## config.mk

```make
export PLATFORM = sky130hd
export DESIGN_NAME = spi_slave_regif
export DESIGN_NICKNAME = d
export VERILOG_FILES = /design/src/rtl/spi_slave_regif.sv
export SDC_FILE = /design/constraint.sdc
export NUM_CORES = 1
export LEC_CHECK = 0
export BUFFER_PORTS_ARGS = -buffer_cell sky130_fd_sc_hd__buf_2
export CAP_MARGIN = 20
export CORE_MARGIN = 2
export CORE_UTILIZATION = 52
export CTS_BUF_LIST = sky130_fd_sc_hd__clkbuf_8
export DETAILED_ROUTE_END_ITERATION = 7
export GPL_TIMING_DRIVEN = 0
export HOLD_SLACK_MARGIN = 0.05
export PLACE_DENSITY_LB_ADDON = 0.15
export REMOVE_ABC_BUFFERS = 1
export SYNTH_ARGS = -nofsm -noshare
export SYNTH_HDL_FRONTEND = slang
export SYNTH_SLANG_ARGS = --single-unit
```

## constraint.sdc

```tcl
create_clock -name osc_clk -period 6.1 [get_ports osc_clk]
set_input_delay 1.22 -clock osc_clk [delete_from_list [all_inputs] [get_ports osc_clk]]
set_output_delay 1.22 -clock osc_clk [all_outputs]
set_load 0.02 [all_outputs]
```

## src/rtl/spi_slave_regif.sv

```systemverilog
// SPI mode-0 target that turns 16-bit master frames into register-file read/write strobes.
// Optional feature: define SPI_SLAVE_STATUS_EN to shift the status byte out during the command byte.
module spi_slave_regif #(
   parameter int unsigned ADDR_W      = 7,
   parameter int unsigned DATA_W      = 8,
   parameter int unsigned SYNC_STAGES = 2
) (
   input  logic              osc_clk,
   input  logic              rst,
   input  logic              spi_clk,
   input  logic              spi_cs_INV,
   input  logic              spi_mosi,
   output logic              spi_miso,
   output logic              spi_miso_oe,
   output logic              wr_stb,
   output logic [ADDR_W-1:0] wr_addr,
   output logic [DATA_W-1:0] wr_data,
   output logic              rd_stb,
   output logic [ADDR_W-1:0] rd_addr,
   input  logic [DATA_W-1:0] rd_data,
   input  logic [DATA_W-1:0] status,
   output logic              frame_err
);
   localparam int unsigned CMD_W   = 1 + ADDR_W;
   localparam int unsigned FRAME_W = CMD_W + DATA_W;
   localparam int unsigned RX_W    = (CMD_W > DATA_W) ? CMD_W : DATA_W;
   localparam int unsigned CNT_W   = $clog2(FRAME_W + 1);
   localparam int unsigned SYNC_N  = (SYNC_STAGES < 2) ? 2 : SYNC_STAGES;

   typedef enum logic [1:0] {ST_IDLE, ST_CMD, ST_DATA, ST_DONE} state_e;

   state_e              state_q, state_d;
   logic [SYNC_N-1:0]   sclk_sync_q, sclk_sync_d;
   logic [SYNC_N-1:0]   cs_sync_q, cs_sync_d;
   logic [SYNC_N-1:0]   mosi_sync_q, mosi_sync_d;
   logic                sclk_prev_q, sclk_prev_d;
   logic                cs_prev_q, cs_prev_d;
   logic [CNT_W-1:0]    cnt_q, cnt_d;
   logic [RX_W-1:0]     rx_q, rx_d;
   logic [DATA_W-1:0]   tx_q, tx_d;
   logic                is_rd_q, is_rd_d;
   logic [ADDR_W-1:0]   addr_q, addr_d;
   logic [1:0]          rd_dly_q, rd_dly_d;
   logic                err_seen_q, err_seen_d;
   logic                spi_miso_q, spi_miso_d;
   logic                spi_miso_oe_q, spi_miso_oe_d;
   logic                wr_stb_q, wr_stb_d;
   logic [ADDR_W-1:0]   wr_addr_q, wr_addr_d;
   logic [DATA_W-1:0]   wr_data_q, wr_data_d;
   logic                rd_stb_q, rd_stb_d;
   logic [ADDR_W-1:0]   rd_addr_q, rd_addr_d;
   logic                frame_err_q, frame_err_d;

   logic sclk_s, cs_s, mosi_s;
   logic sclk_rise, sclk_fall, cs_fall, cs_rise;

   assign sclk_s    = sclk_sync_q[SYNC_N-1];
   assign cs_s      = cs_sync_q[SYNC_N-1];
   assign mosi_s    = mosi_sync_q[SYNC_N-1];
   assign sclk_rise = sclk_s & ~sclk_prev_q & ~cs_s;
   assign sclk_fall = ~sclk_s & sclk_prev_q & ~cs_s;
   assign cs_fall   = ~cs_s & cs_prev_q;
   assign cs_rise   = cs_s & ~cs_prev_q;

`ifndef SPI_SLAVE_STATUS_EN
   logic unused_status;
   assign unused_status = ^status;
`endif

   // Frame decoder: next-state and registered-output logic
   always_comb begin
      sclk_sync_d   = {sclk_sync_q[SYNC_N-2:0], spi_clk};
      cs_sync_d     = {cs_sync_q[SYNC_N-2:0], spi_cs_INV};
      mosi_sync_d   = {mosi_sync_q[SYNC_N-2:0], spi_mosi};
      sclk_prev_d   = sclk_s;
      cs_prev_d     = cs_s;
      state_d       = state_q;
      cnt_d         = cnt_q;
      rx_d          = rx_q;
      tx_d          = tx_q;
      is_rd_d       = is_rd_q;
      addr_d        = addr_q;
      rd_dly_d      = {rd_dly_q[0], rd_stb_q};
      err_seen_d    = err_seen_q;
      spi_miso_d    = spi_miso_q;
      spi_miso_oe_d = spi_miso_oe_q;
      wr_stb_d      = 1'b0;
      wr_addr_d     = wr_addr_q;
      wr_data_d     = wr_data_q;
      rd_stb_d      = 1'b0;
      rd_addr_d     = rd_addr_q;
      frame_err_d   = 1'b0;

      // Register file answers two cycles after the read strobe
      if (rd_dly_q[1]) tx_d = rd_data;

      case (state_q)
         ST_IDLE: begin
            spi_miso_oe_d = 1'b0;
            spi_miso_d    = 1'b0;
            if (cs_fall) begin
               state_d       = ST_CMD;
               cnt_d         = '0;
               rx_d          = '0;
               err_seen_d    = 1'b0;
               spi_miso_oe_d = 1'b1;
`ifdef SPI_SLAVE_STATUS_EN
               spi_miso_d    = status[DATA_W-1];
               tx_d          = status << 1;
`endif
            end
         end
         ST_CMD: begin
            if (cs_rise) begin
               state_d       = ST_IDLE;
               frame_err_d   = 1'b1;
               spi_miso_oe_d = 1'b0;
               spi_miso_d    = 1'b0;
            end else if (sclk_rise) begin
               rx_d  = {rx_q[RX_W-2:0], mosi_s};
               cnt_d = cnt_q + CNT_W'(1);
               if (cnt_d == CNT_W'(CMD_W)) begin
                  is_rd_d = rx_d[CMD_W-1];
                  addr_d  = rx_d[ADDR_W-1:0];
                  state_d = ST_DATA;
                  if (rx_d[CMD_W-1]) begin
                     rd_stb_d  = 1'b1;
                     rd_addr_d = rx_d[ADDR_W-1:0];
                  end else begin
                     spi_miso_d = 1'b0;
                  end
               end
`ifdef SPI_SLAVE_STATUS_EN
            end else if (sclk_fall) begin
               spi_miso_d = tx_q[DATA_W-1];
               tx_d       = tx_q << 1;
`endif
            end
         end
         ST_DATA: begin
            if (cs_rise) begin
               state_d       = ST_IDLE;
               frame_err_d   = 1'b1;
               spi_miso_oe_d = 1'b0;
               spi_miso_d    = 1'b0;
            end else if (sclk_rise) begin
               rx_d  = {rx_q[RX_W-2:0], mosi_s};
               cnt_d = cnt_q + CNT_W'(1);
               if (cnt_d == CNT_W'(FRAME_W)) begin
                  state_d    = ST_DONE;
                  spi_miso_d = 1'b0;
                  if (!is_rd_q) begin
                     wr_stb_d  = 1'b1;
                     wr_addr_d = addr_q;
                     wr_data_d = rx_d[DATA_W-1:0];
                  end
               end
            end else if (sclk_fall) begin
               if (is_rd_q) begin
                  spi_miso_d = tx_q[DATA_W-1];
                  tx_d       = tx_q << 1;
               end else begin
                  spi_miso_d = 1'b0;
               end
            end
         end
         ST_DONE: begin
            spi_miso_d = 1'b0;
            if (cs_rise) begin
               state_d       = ST_IDLE;
               spi_miso_oe_d = 1'b0;
            end else if (sclk_rise && !err_seen_q) begin
               frame_err_d = 1'b1;
               err_seen_d  = 1'b1;
            end
         end
         default: state_d = ST_IDLE;
      endcase
   end

   // CS chain resets to "asserted" so a CS held low across reset never looks like a fresh frame
   always_ff @(posedge osc_clk) begin
      if (rst) begin
         state_q       <= ST_IDLE;
         sclk_sync_q   <= '0;
         cs_sync_q     <= '0;
         mosi_sync_q   <= '0;
         sclk_prev_q   <= 1'b0;
         cs_prev_q     <= 1'b0;
         cnt_q         <= '0;
         rx_q          <= '0;
         tx_q          <= '0;
         is_rd_q       <= 1'b0;
         addr_q        <= '0;
         rd_dly_q      <= '0;
         err_seen_q    <= 1'b0;
         spi_miso_q    <= 1'b0;
         spi_miso_oe_q <= 1'b0;
         wr_stb_q      <= 1'b0;
         wr_addr_q     <= '0;
         wr_data_q     <= '0;
         rd_stb_q      <= 1'b0;
         rd_addr_q     <= '0;
         frame_err_q   <= 1'b0;
      end else begin
         state_q       <= state_d;
         sclk_sync_q   <= sclk_sync_d;
         cs_sync_q     <= cs_sync_d;
         mosi_sync_q   <= mosi_sync_d;
         sclk_prev_q   <= sclk_prev_d;
         cs_prev_q     <= cs_prev_d;
         cnt_q         <= cnt_d;
         rx_q          <= rx_d;
         tx_q          <= tx_d;
         is_rd_q       <= is_rd_d;
         addr_q        <= addr_d;
         rd_dly_q      <= rd_dly_d;
         err_seen_q    <= err_seen_d;
         spi_miso_q    <= spi_miso_d;
         spi_miso_oe_q <= spi_miso_oe_d;
         wr_stb_q      <= wr_stb_d;
         wr_addr_q     <= wr_addr_d;
         wr_data_q     <= wr_data_d;
         rd_stb_q      <= rd_stb_d;
         rd_addr_q     <= rd_addr_d;
         frame_err_q   <= frame_err_d;
      end
   end

   assign spi_miso    = spi_miso_q;
   assign spi_miso_oe = spi_miso_oe_q;
   assign wr_stb      = wr_stb_q;
   assign wr_addr     = wr_addr_q;
   assign wr_data     = wr_data_q;
   assign rd_stb      = rd_stb_q;
   assign rd_addr     = rd_addr_q;
   assign frame_err   = frame_err_q;

endmodule
```

==> out/metrics.csv <==
metric;value;unit
tns;0;ns
grt_pass1_vias;1977;
hold_viol_final;0;
synth_cells;292;
clkTransAtPathRegs;0.07;ns
initialDrtViolationCount;34;
globalRouteTotalUtil;18.8;%
max_freq;388;MHz
antennaDiodeCount;0;
clock_sinks;68;
synth-xor-area-share;0.607;%
worst-setup-path-type;reg -> reg;
power_density;280;mW/mm^2
ys_top_cells_by_area;dfxtp_1 47%, mux2i_1 17%, nor2_1 6.6%, nor2b_1 3.2%, ha_1 2.6%;
synth-edff-count;0;
antenna_found_initial;0;
status;finished, final reports clean;
post_cts_resized;0;
drv_slew;0;
arrival;2.79;ns
cp.required;6.32;ns
synth_cell_type_count;41;
period_minus_slack;2.58;ns
finalClockSkew;0.00946;ns
die_y;78.5;um
synthSimpleGateAreaFrac;19.5;%
finalCritPeriodShare;42.2;%
die_area;0.00617;mm^2
grt_overflow;0;
synth_top_area_cell;dfxtp_1;
netlist_area;0.00289;mm^2
numPortBuffers;39;
hold_ws;0.441;ns
synthMuxAreaShare;17.3;%
drive_gt1_share;20.2;%
grt_max_degree;37;
viasPerCell;5.18;
rsz0062_at_grt;false;
crit_path_max_fanout;16;
cts_made_buffers;9;
wl;5.36;mm
io_pins;48;
cts_buffer_depth;2;
drc;0;
ir_drop;0.000190;V
synthArstFlopShare;0;%
maxCapViolCount;0;
fill_cells;476;
wl_per_cell;13.3;um
core_area;0.00544;mm^2
final_cell_mix;68 x dfxtp_1, 51 x nor2_1, 50 x mux2i_1;
worstMarginPinSlew;0.815;ns
num_rows;27;
cts_tree;built;
hp-class;reg -> reg;
synth_top_family_by_area;simple AND/OR/NAND/NOR gates;
synth_warnings;0;
maxSlewHeadroom;45.6;%
dpl.hpwl;3.47;mm
vias;2091;
ys_seq_elements;68;
synth.avg_cell_area;9.89;um^2
synth_top_area_share;47.1;%
cp-end-kind;flop;
ys.flop_type;dfxtp_1;
yosysSeqAreaShare;47.1;%
postCtsHoldBufs;0;
cts_root_buffer;clkbuf_8;
ant_nets;0;
final_common_cell;dfxtp_1;
fin_nets;354;
synthAdderAreaFrac;2.60;%
gp_congestion;0.824;
clkLatencyLatePin;0.35;ns
critPathLaunchType;flop;
setup_viol;0;
grt_pass1_wl;9.04;mm
start_util;53.1;%
die_x;78.5;um
p_leak;1.58;nW
synth_compound_area_share;9.92;%
dr.pass1.iters;4;
cts_setup_buffers;0;
syn_to_final_growth;16.8;%
htree_levels;3;
==> cells by family after synthesis <==
| kind of cell | count (synthesis) |
|---|---|
| buf+inv | 22 |
| compound gates | 34 |
| simple gates | 110 |
| fa+ha+maj | 6 |
| flops | 68 |
| xor+xnor | 2 |
| mux | 50 |
==> final timing paths <==
| kind | from | to | slack (ns) | cells past startpoint |
|---|---|---|---|---|
| worst max-delay path | cnt_q[0] | wr_addr[5] | 3.52 | 6 |
| worst min-delay path | cs_sync_q[0] | cs_sync_q[1] | 0.44 | 1 |
| worst max register to register | cnt_q[0] | wr_addr[5] | 3.52 | 6 |
| worst min register to register | cs_sync_q[0] | cs_sync_q[1] | 0.44 | 1 |
==> per-layer routing <==
layer  vias to the layer above  global-route usage, %  routed length [um]
li1                       1080                      -                   -
met1                       965                   23.5                2560
met2                        35                   29.2                2470
met3                        11                   5.29                 220
met4                         0                   10.5                 113
met5                         -                      0                   0
==> worst max-delay path, cell delays in order, from the launching register on <==
cell and delay (ns):
dfxtp_1 0.43, ha_1 0.31, nand2_1 0.10, o31ai_1 0.44
nand4_2 0.74, mux2i_1 0.38, nor2_1 0.06
==> per-stage QoR <==
stage               power [mW]  std cells  utilization [%]  area (um^2)  worst slack (ns)
global placement         0.508        386             57.1         3110              3.30
global route             0.978        404             62.0         3370              3.25
finish                   0.943        404             62.0         3370              3.52
floorplan                0.490        275                -         2820              3.90
CTS                      0.956        404             62.0         3370              3.49
detailed placement       0.510        388             57.6         3130              3.50
==> cells in the mapped netlist (2+ instances only) <==
library cell / count
a211oi_1: 7
a21bo_2: 2
a21oi_1: 5
a311oi_1: 2
a31oi_1: 2
and2_1: 9
buf_2: 2
clkbuf_1: 14
dfxtp_1: 68
ha_1: 6
inv_1: 5
mux2i_1: 50
nand2_1: 6
nand2b_1: 9
nand3_1: 5
nand3b_1: 2
nand4b_1: 2
nor2_1: 51
nor2b_1: 15
nor3_1: 5
o21ai_0: 4
xnor2_1: 2
==> registers in the layout, indices dropped and copies added, names as in the netlist, 2 cells and up <==
register     cells
wr_addr          7
rx_q             7
cs_sync_q        2
addr_q           7
state_q          2
cnt_q            5
mosi_sync_q      2
rd_addr          7
wr_data          8
rd_dly_q         2
tx_q             8
sclk_sync_q      2
==> where the power goes <==
group | switching [mW] | total (mW) | leakage [nW] | internal [mW]
Combinational | 0.0302 | 0.0498 | 0.913 | 0.0196
Sequential | 0.00301 | 0.450 | 0.549 | 0.447
Clock | 0.172 | 0.443 | 0.121 | 0.271
Total | 0.205 | 0.943 | 1.58 | 0.738
==> final cells by class <==
cell class                 count  area (um^2)  share of cell area (%)
multi-input combinational    202         1440                    42.7
sequential                    68         1360                    40.4
timing repair buffer          41          223                    6.60
clock buffer                   9          124                    3.67
clock inverter                 7          115                    3.41
tap                           72         90.1                    2.67
inverter                       5         18.8                   0.556
Power figures use the tool's default switching activity.
